===== src/rtl/hex_keypad_pkg.sv =====
// Shared constants for the 4x4 hex keypad scanner:
// scan FSM states, key code table and default timing.
package hex_keypad_pkg;

    localparam int DEF_SETTLE_CYCLES  = 256;
    localparam int DEF_DEBOUNCE_SCANS = 4;

    typedef logic [1:0] scan_state_t;

    localparam scan_state_t ST_IDLE   = 2'd0;
    localparam scan_state_t ST_DRIVE  = 2'd1;
    localparam scan_state_t ST_SAMPLE = 2'd2;
    localparam scan_state_t ST_NEXT   = 2'd3;

    // Nibble i holds the code of map bit i (i = 4*row + col).
    localparam logic [63:0] CODE_TABLE = {
        4'hD, 4'hF, 4'h0, 4'hE,
        4'hC, 4'h9, 4'h8, 4'h7,
        4'hB, 4'h6, 4'h5, 4'h4,
        4'hA, 4'h3, 4'h2, 4'h1
    };

    function automatic logic [3:0] key_code_of(input logic [3:0] idx);
        return CODE_TABLE[{idx, 2'b00} +: 4];
    endfunction

endpackage


===== src/rtl/hex_keypad_scanner_key_map_encoder.sv =====
// Combinational map-to-code encoder: code of the lowest set
// bit plus a flag telling whether exactly one bit is set.
module key_map_encoder (
    input  logic [15:0] map,
    output logic [3:0]  code,
    output logic        one_hot
);
    import hex_keypad_pkg::*;

    logic [3:0] idx;

    always_comb begin
        idx = 4'h0;
        for (int i = 15; i >= 0; i--) begin
            if (map[i]) idx = 4'(i);
        end
        code    = key_code_of(idx);
        one_hot = (map != 16'h0) && ((map & (map - 16'd1)) == 16'h0);
    end

endmodule


===== src/rtl/hex_keypad_scanner.sv =====
// Row-scanning 4x4 keypad controller with scan-level debounce,
// single-key press events and a four-code history word.
module hex_keypad_scanner #(
    parameter int SETTLE_CYCLES  = hex_keypad_pkg::DEF_SETTLE_CYCLES,
    parameter int DEBOUNCE_SCANS = hex_keypad_pkg::DEF_DEBOUNCE_SCANS
) (
    input  logic        clk,
    input  logic        rst_n,
    input  logic [3:0]  col,
    output logic [3:0]  row,
    output logic        key_valid,
    output logic [3:0]  key_code,
    output logic        key_down,
    output logic [15:0] dataword
);
    import hex_keypad_pkg::*;

    localparam int CW = $clog2(SETTLE_CYCLES + 1);
    localparam int SW = $clog2(DEBOUNCE_SCANS + 1);
    localparam logic [CW-1:0] SETTLE_LAST = CW'(SETTLE_CYCLES - 1);
    localparam logic [SW-1:0] STABLE_MAX  = SW'(DEBOUNCE_SCANS);

    logic [3:0]    col_s1;
    logic [3:0]    col_s2;
    logic [3:0]    pressed;
    scan_state_t   state;
    logic [1:0]    r;
    logic [CW-1:0] settle_cnt;
    logic [15:0]   scan_map;
    logic [15:0]   prev_map;
    logic [15:0]   deb_map;
    logic [SW-1:0] stable_cnt;
    logic [SW-1:0] stable_nxt;
    logic          scan_done;
    logic          deb_upd;
    logic          deb_was_zero;
    logic [3:0]    enc_code;
    logic          enc_one_hot;

    always_ff @(posedge clk or negedge rst_n) begin
        if (!rst_n) begin
            col_s1 <= 4'hF;
            col_s2 <= 4'hF;
        end else begin
            col_s1 <= col;
            col_s2 <= col_s1;
        end
    end

    assign pressed = ~col_s2;

    always_comb begin
        row = 4'b1111;
        unique case (1'b1)
            (state == ST_DRIVE),
            (state == ST_SAMPLE): row = ~(4'b0001 << r);
            default:              row = 4'b1111;
        endcase
    end

    always_ff @(posedge clk or negedge rst_n) begin
        if (!rst_n) begin
            state      <= ST_IDLE;
            r          <= 2'd0;
            settle_cnt <= '0;
            scan_map   <= 16'h0;
        end else begin
            case (state)
                ST_IDLE: begin
                    settle_cnt <= '0;
                    state      <= ST_DRIVE;
                end
                ST_DRIVE: begin
                    if (settle_cnt == SETTLE_LAST) begin
                        state <= ST_SAMPLE;
                    end else begin
                        settle_cnt <= settle_cnt + 1'b1;
                    end
                end
                ST_SAMPLE: begin
                    scan_map[{r, 2'b00} +: 4] <= pressed;
                    state                     <= ST_NEXT;
                end
                ST_NEXT: begin
                    r     <= r + 2'd1;
                    state <= ST_IDLE;
                end
                default: state <= ST_IDLE;
            endcase
        end
    end

    // Row 3 was sampled last cycle, so scan_map is complete here.
    assign scan_done = (state == ST_NEXT) && (r == 2'd3);

    always_comb begin
        stable_nxt = '0;
        if (scan_map == prev_map) begin
            stable_nxt = (stable_cnt == STABLE_MAX) ?
                         stable_cnt : stable_cnt + 1'b1;
        end
    end

    always_ff @(posedge clk or negedge rst_n) begin
        if (!rst_n) begin
            prev_map     <= 16'h0;
            stable_cnt   <= '0;
            deb_map      <= 16'h0;
            deb_upd      <= 1'b0;
            deb_was_zero <= 1'b0;
        end else begin
            deb_upd <= 1'b0;
            if (scan_done) begin
                prev_map   <= scan_map;
                stable_cnt <= stable_nxt;
                if (stable_nxt == STABLE_MAX) begin
                    deb_map      <= scan_map;
                    deb_upd      <= 1'b1;
                    deb_was_zero <= (deb_map == 16'h0);
                end
            end
        end
    end

    key_map_encoder u_enc (
        .map     (deb_map),
        .code    (enc_code),
        .one_hot (enc_one_hot)
    );

    always_ff @(posedge clk or negedge rst_n) begin
        if (!rst_n) begin
            key_valid <= 1'b0;
            key_code  <= 4'h0;
            key_down  <= 1'b0;
            dataword  <= 16'h0;
        end else begin
            key_valid <= 1'b0;
            key_down  <= (deb_map != 16'h0);
            if (deb_upd && deb_was_zero && enc_one_hot) begin
                key_valid <= 1'b1;
                key_code  <= enc_code;
                dataword  <= {dataword[11:0], enc_code};
            end
        end
    end

endmodule

===== config.mk =====
export PLATFORM = sky130hd
export DESIGN_NAME = hex_keypad_scanner
export DESIGN_NICKNAME = d
export VERILOG_FILES = /design/src/rtl/hex_keypad_pkg.sv /design/src/rtl/hex_keypad_scanner_key_map_encoder.sv /design/src/rtl/hex_keypad_scanner.sv
export SDC_FILE = /design/constraint.sdc
export NUM_CORES = 1
export LEC_CHECK = 0
export BUFFER_PORTS_ARGS = -buffer_cell sky130_fd_sc_hd__buf_2
export CAP_MARGIN = 30
export CORE_UTILIZATION = 40
export CTS_CLUSTER_DIAMETER = 40
export DETAILED_ROUTE_END_ITERATION = 8
export HOLD_SLACK_MARGIN = 0.05
export PLACE_DENSITY = 0.65
export SYNTH_ARGS = -nofsm -noshare
export SYNTH_HDL_FRONTEND = slang
export SYNTH_SLANG_ARGS = --single-unit

===== constraint.sdc =====
create_clock -name clk -period 7.25 [get_ports clk]
set_clock_uncertainty 0.05 [all_clocks]
set_input_delay 1.0875 -clock clk [delete_from_list [all_inputs] [get_ports clk]]
set_output_delay 1.0875 -clock clk [all_outputs]
set_load 0.005 [all_outputs]

* After elaboration in Yosys (flattened, before gate mapping) *
Index checks and enable logic that the tools add are counted.
Widths: inputs -> output; s select.

operators by class
  add/subtract/negate cells = 5
  $lt $le $gt $ge = 0
  multipliers = 0
  reductions and logical operators = 12
  divide/modulo/power cells = 0
  bitwise operators = 3
  shifts and indexed selects = 4
  multiplexer cells = 27
  equal/unequal tests = 10

operators by type and width
  operator                 number
  $mux 4                   17
  $shiftx 64x7->4 const A  1
  $logic_not 16->1         2
  $pmux 9 s2               1
  $and 16x16->16           1
  $bwmux 16                1
  $eq 16x16->1             1
  $reduce_bool 16->1       1
  $shift 4x6->16 const A   1
  $shiftx 4x6->16          1
  $sub 16x1->16 const B    1
  $add 9x1->9 const B      1
  $eq 9x8->1 const B       1
  $mux 9                   1
  $not 4->4                2
  $pmux 2 s4               1
  $eq 2x2->1 const B       3
  $eq 3x3->1 const B       2
  $mux 3                   2
  $neg 4->6                1
  $logic_and 1x1->1        4
  $reduce_and 2->1         2
  $shl 1x2->4 const A      1
  $add 3x1->3 const B      1
  9 further kinds          11

storage, ports and cells
  memories kept = 0
  memory bits (writable) = 0
  flip-flop bits (word level) = 96
  input bits = 6
  logic and storage cells = 76
  bits in latches = 0
  memory bits (read-only) = 0
  output and inout bits = 26

* Depth between registers and ports, before layout *
Gate-level depths: netlist (run 1).

  depth after elaboration = 17
  mapped depth = 11
  depth with buffers taken out = 10

* Modules after synthesis *
Synthesis (run 1) repeated with hierarchy kept, for this count alone.

unflattened totals
  cells, all modules = 386
  area, all modules = 4485.6 µm²

by module, submodules not included
  module              cells an instance  area each (µm²)  instances
  hex_keypad_scanner  305                3927.5           1
  key_map_encoder     81                 558.0            1

* Least setup slack after synthesis (run 1) *
Ideal clock, no wire load.

  path kind = register -> register
  start = register deb_map[15]
  end = register dataword[10]
  slack = 4815 ps
  buffers on the path = 2
  cell stages (with the launch flop) = 8
  library setup time = 125 ps
  data required time = 7075 ps
  arrival time = 2260 ps
  cell sequence = dfrtp_1 or4_4 a2111oi_4 o2111ai_2 or2_1 buf_6 buf_12 mux2_4

on the way
  word-level cells in the longest chain between the ends = 5
  elaborated cells on any way between the ends = 6
  classes of those cells = add/sub (1); bitwise (1); reduce/logical (4)

RTL lines
  item                      line                                      RTL
  start: declaration        hex_keypad_scanner.sv:31                  logic [15:0] deb_map;
  start signal: assignment  hex_keypad_scanner.sv:117                 deb_map <= scan_map;
  $sub 16x1->16             hex_keypad_scanner_key_map_encoder.sv:18  one_hot = (map != 16'h0) && ((map & (map - 16'd1)) == 16'h0);
  $and 16x16->16            hex_keypad_scanner_key_map_encoder.sv:18
  $logic_not 16->1          hex_keypad_scanner_key_map_encoder.sv:18
  $logic_and 1x1->1 *       hex_keypad_scanner_key_map_encoder.sv:18
  $logic_and 1x1->1 *       hex_keypad_scanner.sv:140                 if (deb_upd && deb_was_zero && enc_one_hot) begin
  end signal: assignment    hex_keypad_scanner.sv:143                 dataword <= {dataword[11:0], enc_code};
  end: declaration          hex_keypad_scanner.sv:14                  output logic [15:0] dataword

Mark *: on every way between the ends. The rest lies on a longest branch, timed or not.
A chain may end at the register's enable or synchronous reset.

* Worst setup path after layout (run 1) *
  start = register deb_map[15]
  end = register dataword[7]

Same word-level chain as after synthesis.

==> flow_summary.toml, run 1 <==
[status]
status = "complete, no violations"

[setup_path]
crit_buf_inv = 0
path_common_cell = "or2_1"
worstSetupStartpointType = "flip-flop"
critPathSlowestCell = "or2_1"
critical_path.endpoint_type = "flip-flop"
worstPathRequired_ns = 7.45
cpPeakStageDelay_ns = 0.64
crit_family = "simple AND/OR/NAND/NOR gates"
crit_chain = "or4_4, nor4_1, or2_1, a221o_1, or2_1, mux2_2"
cp.arrival_ns = 3.12
path_class = "reg2reg"
path_max_fanout = 16

[floorplan]
io_pins = 32
die_h_um = 108
die_area_mm2 = 0.0117
die_w_um = 108
initial_utilization = 0.414
core_area_mm2 = 0.0109
rows = 38

[yosys]
synth.area.mux_share = 0.129
synthCells = 389
yosys_most_used_dff = "dfrtp_1"
synth_top_family_by_area = "simple AND/OR/NAND/NOR gates"
avgSynthCellArea_um2 = 11.6
synthArstFlopShare = 1.00
synthAdderAreaFrac = 0.0472
synth_edf_count = 0
synth_top_area_cell = "dfrtp_1"
synth-seq-area-share = 0.513
ys_warn_count = 0
synth-xor-area-share = 0.0350
synth_nets = 412
synth-simple-area-share = 0.131
synth-seq-cells = 92
synthTopCellsByArea = "dfrtp_1 47%, mux2_2 9.5%, ha_1 4.7%"
yosysTopAreaCellShare = 0.466
yosysUniqueCellTypes = 50
synthesis.area_mm2 = 0.00451
synth_compound_area_frac = 0.115

[sta]
fin_ws_ns = 4.33
fin_tns_setup_ns = 0
rsz0062_at_grt = "false"
finalHoldViolCount = 0
setup_viol = 0
tightest_slew_ns = 0.878
period_minus_slack_ns = 2.92
slew_viol_final = 0
maxSlewHeadroom = 0.409
post-route-period-util = 0.403
clock.fmax_mhz = 342

[clocking]
cts_buffers = 9
cts_hold_buf = 0
cts.path.max_buffers = 2
post_cts_resized = 0
cts_tree = "built"
clock_latency_ns = 0.36
clkSinkCount = 92
clk_pin_slew_ns = 0.09
clockRootBuffer = "clkbuf_8"
postCtsSetupBuffers = 0
htreeDepth = 3

[cells_and_area]
insertedDiodeCount = 0
drive_above_1_share = 0.259
area_growth_pct = 10.0
layout.nets = 446

[pwr]
switching_share = 0.216
p_comb_frac = 0.013
p_leak_uw = 0.00248
cellInternalPower_uw = 679
vdd_drop_max_v = 0.000141
powerDensity_mw_per_mm2 = 175
clkPwrFrac = 0.388
p_sw_uw = 187
p_seq_frac = 0.599

[placed_design]
hpwlAfterDp_um = 6080
place_congestion = 0.797
numPortBuffers = 31
pre_cts_ws_ns = 4.33

[global_routing]
grt_pass1_vias = 2907
grt_start_max_net_pins = 68
antenna_found_initial = 0
grtUsageTotal = 0.158
grt_pass1_wl_um = 14100
grt-ovfl-total = 0

[drt]
drt_wl_total_um = 8270
vias_per_cell = 5.18
drt-wirelength-per-cell_um = 14.6
first_pass_iters = 4
ant_nets = 0
dr_total_vias = 2945
drc = 0
drt_iter0_drc = 93

[run]
cap_violations = 0

[worst_hold_path]
hold_path.class = "reg2reg"
layer usage:
metal / vias up / share of wire / global-route usage
li1: 1465 / - / -
met1: 1405 / 0.48 / 0.197
met2: 61 / 0.47 / 0.256
met3: 14 / 0.040 / 0.0500
met4: 0 / 0.016 / 0.0597
met5: - / 0 / 0
cell families (layout without fill, tap and decap cells):
family	Yosys count	in the layout
and+or+nand+nor	117	117
DFF	92	92
AOI/OAI and AO/OA	72	72
muxes	50	50
buffers and inverters	23	62
xor gates and xnor gates	18	18
adders and majority gates	17	17
power groups by stage:
stage	Combinational, uW	Clock (uW)	Sequential, uW
5_1_grt	13.7	373	519
3_3_place_gp	12.0	0	529
4_1_cts	12.1	353	519
6_report	11.2	337	519
2_1_floorplan	0.00294	0	528
3_5_place_dp	12.1	0	529
cells in the mapped netlist, drive strengths merged, types with 2 or more instances:
| library cell | count |
|---|---|
| mux2 | 45 |
| xor2 | 10 |
| a221o | 2 |
| clkbuf | 2 |
| nor2 | 20 |
| nor4 | 5 |
| and3 | 2 |
| or2 | 5 |
| o21bai | 2 |
| dfrtp | 84 |
| a21oi | 6 |
| a21o | 2 |
| buf | 7 |
| a31oi | 2 |
| a22o | 2 |
| nor2b | 5 |
| nand2b | 4 |
| dfstp | 8 |
| nor3 | 2 |
| nand2 | 48 |
| or3 | 4 |
| inv | 14 |
| ha | 17 |
| mux2i | 5 |
| o211ai | 2 |
| nand4 | 4 |
| nand3 | 12 |
| o21ai | 23 |
| o31ai | 19 |
| a21boi | 3 |
| xnor2 | 8 |
| a221oi | 3 |
registers in the layout, summed over array words and instances, names as in the netlist, 3 cells and up:
| signal | cells |
|---|---|
| col_s1 | 4 |
| col_s2 | 4 |
| dataword | 13 |
| deb_map | 16 |
| key_code | 3 |
| prev_map | 16 |
| scan_map | 16 |
| settle_cnt | 9 |
| stable_cnt | 3 |
stage by stage:
step                      instance area (um^2)   util  cells  hold WS (ns)  total power [uW]
final                                     4960  0.455    568         0.310               866
after floorplan                           4510      -    389         0.295               528
after CTS                                 4960  0.455    568         0.311               884
after detailed placement                  4770  0.438    552         0.298               541
after global routing                      4960  0.455    568         0.313               906
after global placement                    4770  0.438    552         0.296               541
final cells by class:
class / instances / area (um^2)
Clock buffer: 11 / 131
Clock inverter: 5 / 60.1
Fill cell: 1005 / 5930
Inverter: 14 / 52.6
Multi-Input combinational cell: 274 / 2060
Sequential cell: 92 / 2310
Tap cell: 140 / 175
Timing Repair Buffer: 32 / 165
cells in the final DEF (no fill, tap or decap), types with 9 or more instances in the layout:
cell	synthesis	layout
ha_1	17	17
clkbuf_8	0	9
o21ai_0	23	23
buf_2	0	30
nor2_1	20	20
nand3_1	11	11
o31ai_1	17	17
xor2_1	10	10
dfrtp_1	84	84
mux2_2	38	38
nand2_1	48	48
inv_1	14	14
worst paths after layout:
check | start | to | slack, ns | cells after the start
max | deb_map[15]$_DFFE_PN0P_ | dataword[7]$_DFFE_PN0P_ | 4.33 | 6
min | col_s1[3]$_DFF_PN1_ | col_s2[3]$_DFF_PN1_ | 0.31 | 0
max reg2reg | deb_map[15]$_DFFE_PN0P_ | dataword[7]$_DFFE_PN0P_ | 4.33 | 6
min reg2reg | col_s1[3]$_DFF_PN1_ | col_s2[3]$_DFF_PN1_ | 0.31 | 0
max in group asynchronous | rst_n | prev_map[9]$_DFFE_PN0P_ | 5.46 | 2
min in group asynchronous | rst_n | key_code[2]$_DFFE_PN0P_ | 0.57 | 1
Power figures use the tool's default switching activity.
==> inputs of run 2 (changes only) <==
--- a/config.mk
+++ b/config.mk
@@ -5,13 +5,14 @@
 export SDC_FILE = /design/constraint.sdc
 export NUM_CORES = 1
 export LEC_CHECK = 0
+export ABC_AREA = 1
 export BUFFER_PORTS_ARGS = -buffer_cell sky130_fd_sc_hd__buf_2
 export CAP_MARGIN = 30
 export CORE_UTILIZATION = 40
 export CTS_CLUSTER_DIAMETER = 40
 export DETAILED_ROUTE_END_ITERATION = 8
 export HOLD_SLACK_MARGIN = 0.05
-export PLACE_DENSITY = 0.65
+export PLACE_DENSITY = 0.67
 export SYNTH_ARGS = -nofsm -noshare
 export SYNTH_HDL_FRONTEND = slang
 export SYNTH_SLANG_ARGS = --single-unit
==> constraint.sdc (replaced) <==
create_clock -name clk -period 2.5 [get_ports clk]
set_clock_uncertainty 0.05 [all_clocks]
set_input_delay 0.375 -clock clk [delete_from_list [all_inputs] [get_ports clk]]
set_output_delay 0.375 -clock clk [all_outputs]
set_load 0.005 [all_outputs]
==> run 2 against run 1 <==
Net effect: area after synthesis grew 0.44%; setup slack lost 4.1 ns; critical path depth grew 3; sequential power grew to 2.9 times the previous value; flip-flop and latch count is the same; design area grew 3.4%; via count grew 16%; routed wire length grew 4.7%; non-clock buffer count grew 5; sequential share of layout area shrank 1.5 points; largest cell class unchanged.
==> flow_summary.toml, run 2 <==
[yosys]
synthArstFlopShare = 1.00
yosysUniqueCellTypes = 40
synth-seq-area-share = 0.511
synth-seq-cells = 92
ys_warn_count = 0
synth.most_common_cell = "nand2_1"
synth_top_area_cell = "dfrtp_1"
avgSynthCellArea_um2 = 8.59
synthCells = 527
synthesis.area_mm2 = 0.00453
yosysTopAreaCellShare = 0.464
synthTopCellsByArea = "dfrtp_1 46%, nand2_1 9.8%, inv_1 7.1%"
yosys_most_used_dff = "dfrtp_1"
synth_commonest_cells = "118 x nand2_1, 86 x inv_1, 84 x dfrtp_1, 49 x o21ai_0, 36 x nor2_1"
synth_nets = 550
synth_edf_count = 0

[global_routing]
antenna_found_initial = 0
grt_start_max_net_pins = 93
grt_pass1_wl_um = 14800
grt-ovfl-total = 0
grt_pass1_vias = 3232
grtUsageTotal = 0.163

[setup_path]
critPathSlowestCell = "dfrtp_1"
cp.arrival_ns = 2.42
worstPathRequired_ns = 2.68
critical_path.endpoint_type = "flip-flop"
path_max_fanout = 16
cpPeakStageDelay_ns = 0.45
path_class = "reg2reg"
crit_chain = "nor2_2, nand2_1, nor2_4, nand2_2, o31ai_1, nand2_2, nand2_1, a21boi_0, inv_1"
worstSetupStartpointType = "flip-flop"

[floorplan]
core_area_mm2 = 0.0109
die_w_um = 108
initial_utilization = 0.414
die_h_um = 108
die_area_mm2 = 0.0117
rows = 38
io_pins = 32

[sta]
maxSlewHeadroom = 0.654
rsz0062_at_grt = "false"
period_minus_slack_ns = 2.24
setup_viol = 0
clock.fmax_mhz = 447
tightest_slew_ns = 0.519
fin_tns_setup_ns = 0
post-route-period-util = 0.894
finalHoldViolCount = 0
slew_viol_final = 0

[clocking]
cts_tree = "built"
clock_latency_ns = 0.35
clk_pin_slew_ns = 0.06
htreeDepth = 3
clkSinkCount = 92
clockRootBuffer = "clkbuf_16"
cts.path.max_buffers = 2
cts_buffers = 9

[cells_and_area]
stdcell_count = 707
drive_above_1_share = 0.155
nFillCells = 1043
area_growth_pct = 13.3
layout.nets = 585
final_common_cell = "nand2_1"
insertedDiodeCount = 0
largestRegisters = "deb_map x16, prev_map x16, scan_map x16"
post-route-util = 0.469
most-common-layout-cells = "117 x nand2_1, 86 x inv_1, 84 x dfrtp_1"
finalInstanceArea_mm2 = 0.00513

[drt]
drt_iter0_drc = 198
ant_nets = 0
dr_total_vias = 3419
drc = 0
vias_per_cell = 4.84
first_pass_iters = 4
drt-wirelength-per-cell_um = 12.2
drt_wl_total_um = 8660

[pwr]
vdd_drop_max_v = 0.000478
p_leak_uw = 0.00266
total_power_uw = 2790
powerDensity_mw_per_mm2 = 544

[status]
status = "complete, no violations"

[placed_design]
hpwlAfterDp_um = 6180
numPortBuffers = 31
dp.cells = 689
place_congestion = 0.874
place_area_mm2 = 0.00483

[run]
cap_violations = 0

[worst_hold_path]
hold_path.class = "in2reg"
[run 2: cell types whose count changed after synthesis, sizes merged, moves of 6 or more]
cell | previous run | this run
inv | 14 | 90
clkbuf | 2 | 8
mux2 | 45 | 0
o22ai | 1 | 15
a21oi | 6 | 18
o21ai | 23 | 54
nor2 | 20 | 43
o31ai | 19 | 1
nand2 | 48 | 121
[run 2: final cells by class]
| class | instances | area [um^2] | area share |
|---|---|---|---|
| clock buffer | 10 | 229 | 0.0446 |
| multi-input combinational | 332 | 1820 | 0.354 |
| timing repair buffer | 37 | 218 | 0.0424 |
| clock inverter | 6 | 40.0 | 0.00781 |
| inverter | 90 | 338 | 0.0659 |
| tap | 140 | 175 | 0.0342 |
| sequential | 92 | 2310 | 0.451 |
[run 2: path summary, 6_finish.rpt]
path / from / endpoint / slack (ns) / depth (start not counted)
setup reg to reg: deb_map[7]$_DFFE_PN0P_ / dataword[4]$_DFFE_PN0P_ / 0.26 / 9
max in group asynchronous: rst_n / col_s2[2]$_DFF_PN1_ / 1.45 / 3
hold / removal: col[0] / col_s1[0]$_DFF_PN1_ / 0.07 / 1
min in group asynchronous: rst_n / dataword[9]$_DFFE_PN0P_ / 0.52 / 3
hold reg to reg: col_s1[0]$_DFF_PN1_ / col_s2[0]$_DFF_PN1_ / 0.31 / 0
setup / recovery: deb_map[7]$_DFFE_PN0P_ / dataword[4]$_DFFE_PN0P_ / 0.26 / 9
[run 2: per-stage QoR]
step | hold WS, ns | setup WS [ns]
detailed placement | 0.298 | 0.233
global route | 0.0618 | 0.0332
finish | 0.0719 | 0.265
floorplan | 0.0294 | 0.447
CTS | 0.0580 | 0.211
global placement | 0.296 | 0.318
[run 2: worst max-delay path, delay by kind of cell (launching register included)]
kind,cells,cell delay [ns]
AOI/OAI and AO/OA,2,0.59
DFF,1,0.45
and+or+nand+nor,6,0.96
buffers and inverters,1,0.07
[run 2: power breakdown]
part	leakage (uW)	total, uW	internal [uW]	switching [uW]
Clock	0.000133	1250	675	575
Sequential	0.00124	1500	1500	4.15
Combinational	0.00129	36.1	7.77	28.4
[run 2: metal layers]
layer	vias to the layer above	routed length, um	track usage
met5	-	0	0
met4	0	131	0.0685
met3	14	346	0.0410
met2	60	4110	0.271
met1	1602	4070	0.203
li1	1743	-	-
[run 2: what timing repair did]
action	4_1_cts	5_1_grt
buffers inserted	0	1
setup endpoints to repair	0	3
resized for setup	0	3
hold buffers	1	0
endpoints found under the hold margin	33	0
[run 2: logic make-up (layout without fill, tap and decap cells)]
group / count (synthesis) / count (layout) / share of synthesized area
and+or+nand+nor: 200 / 200 / 0.198
buffers and inverters: 103 / 143 / 0.0904
adders and majority gates: 17 / 17 / 0.0470
xor gates and xnor gates: 16 / 16 / 0.0310
DFF: 92 / 92 / 0.511
AOI/OAI and AO/OA: 99 / 99 / 0.123
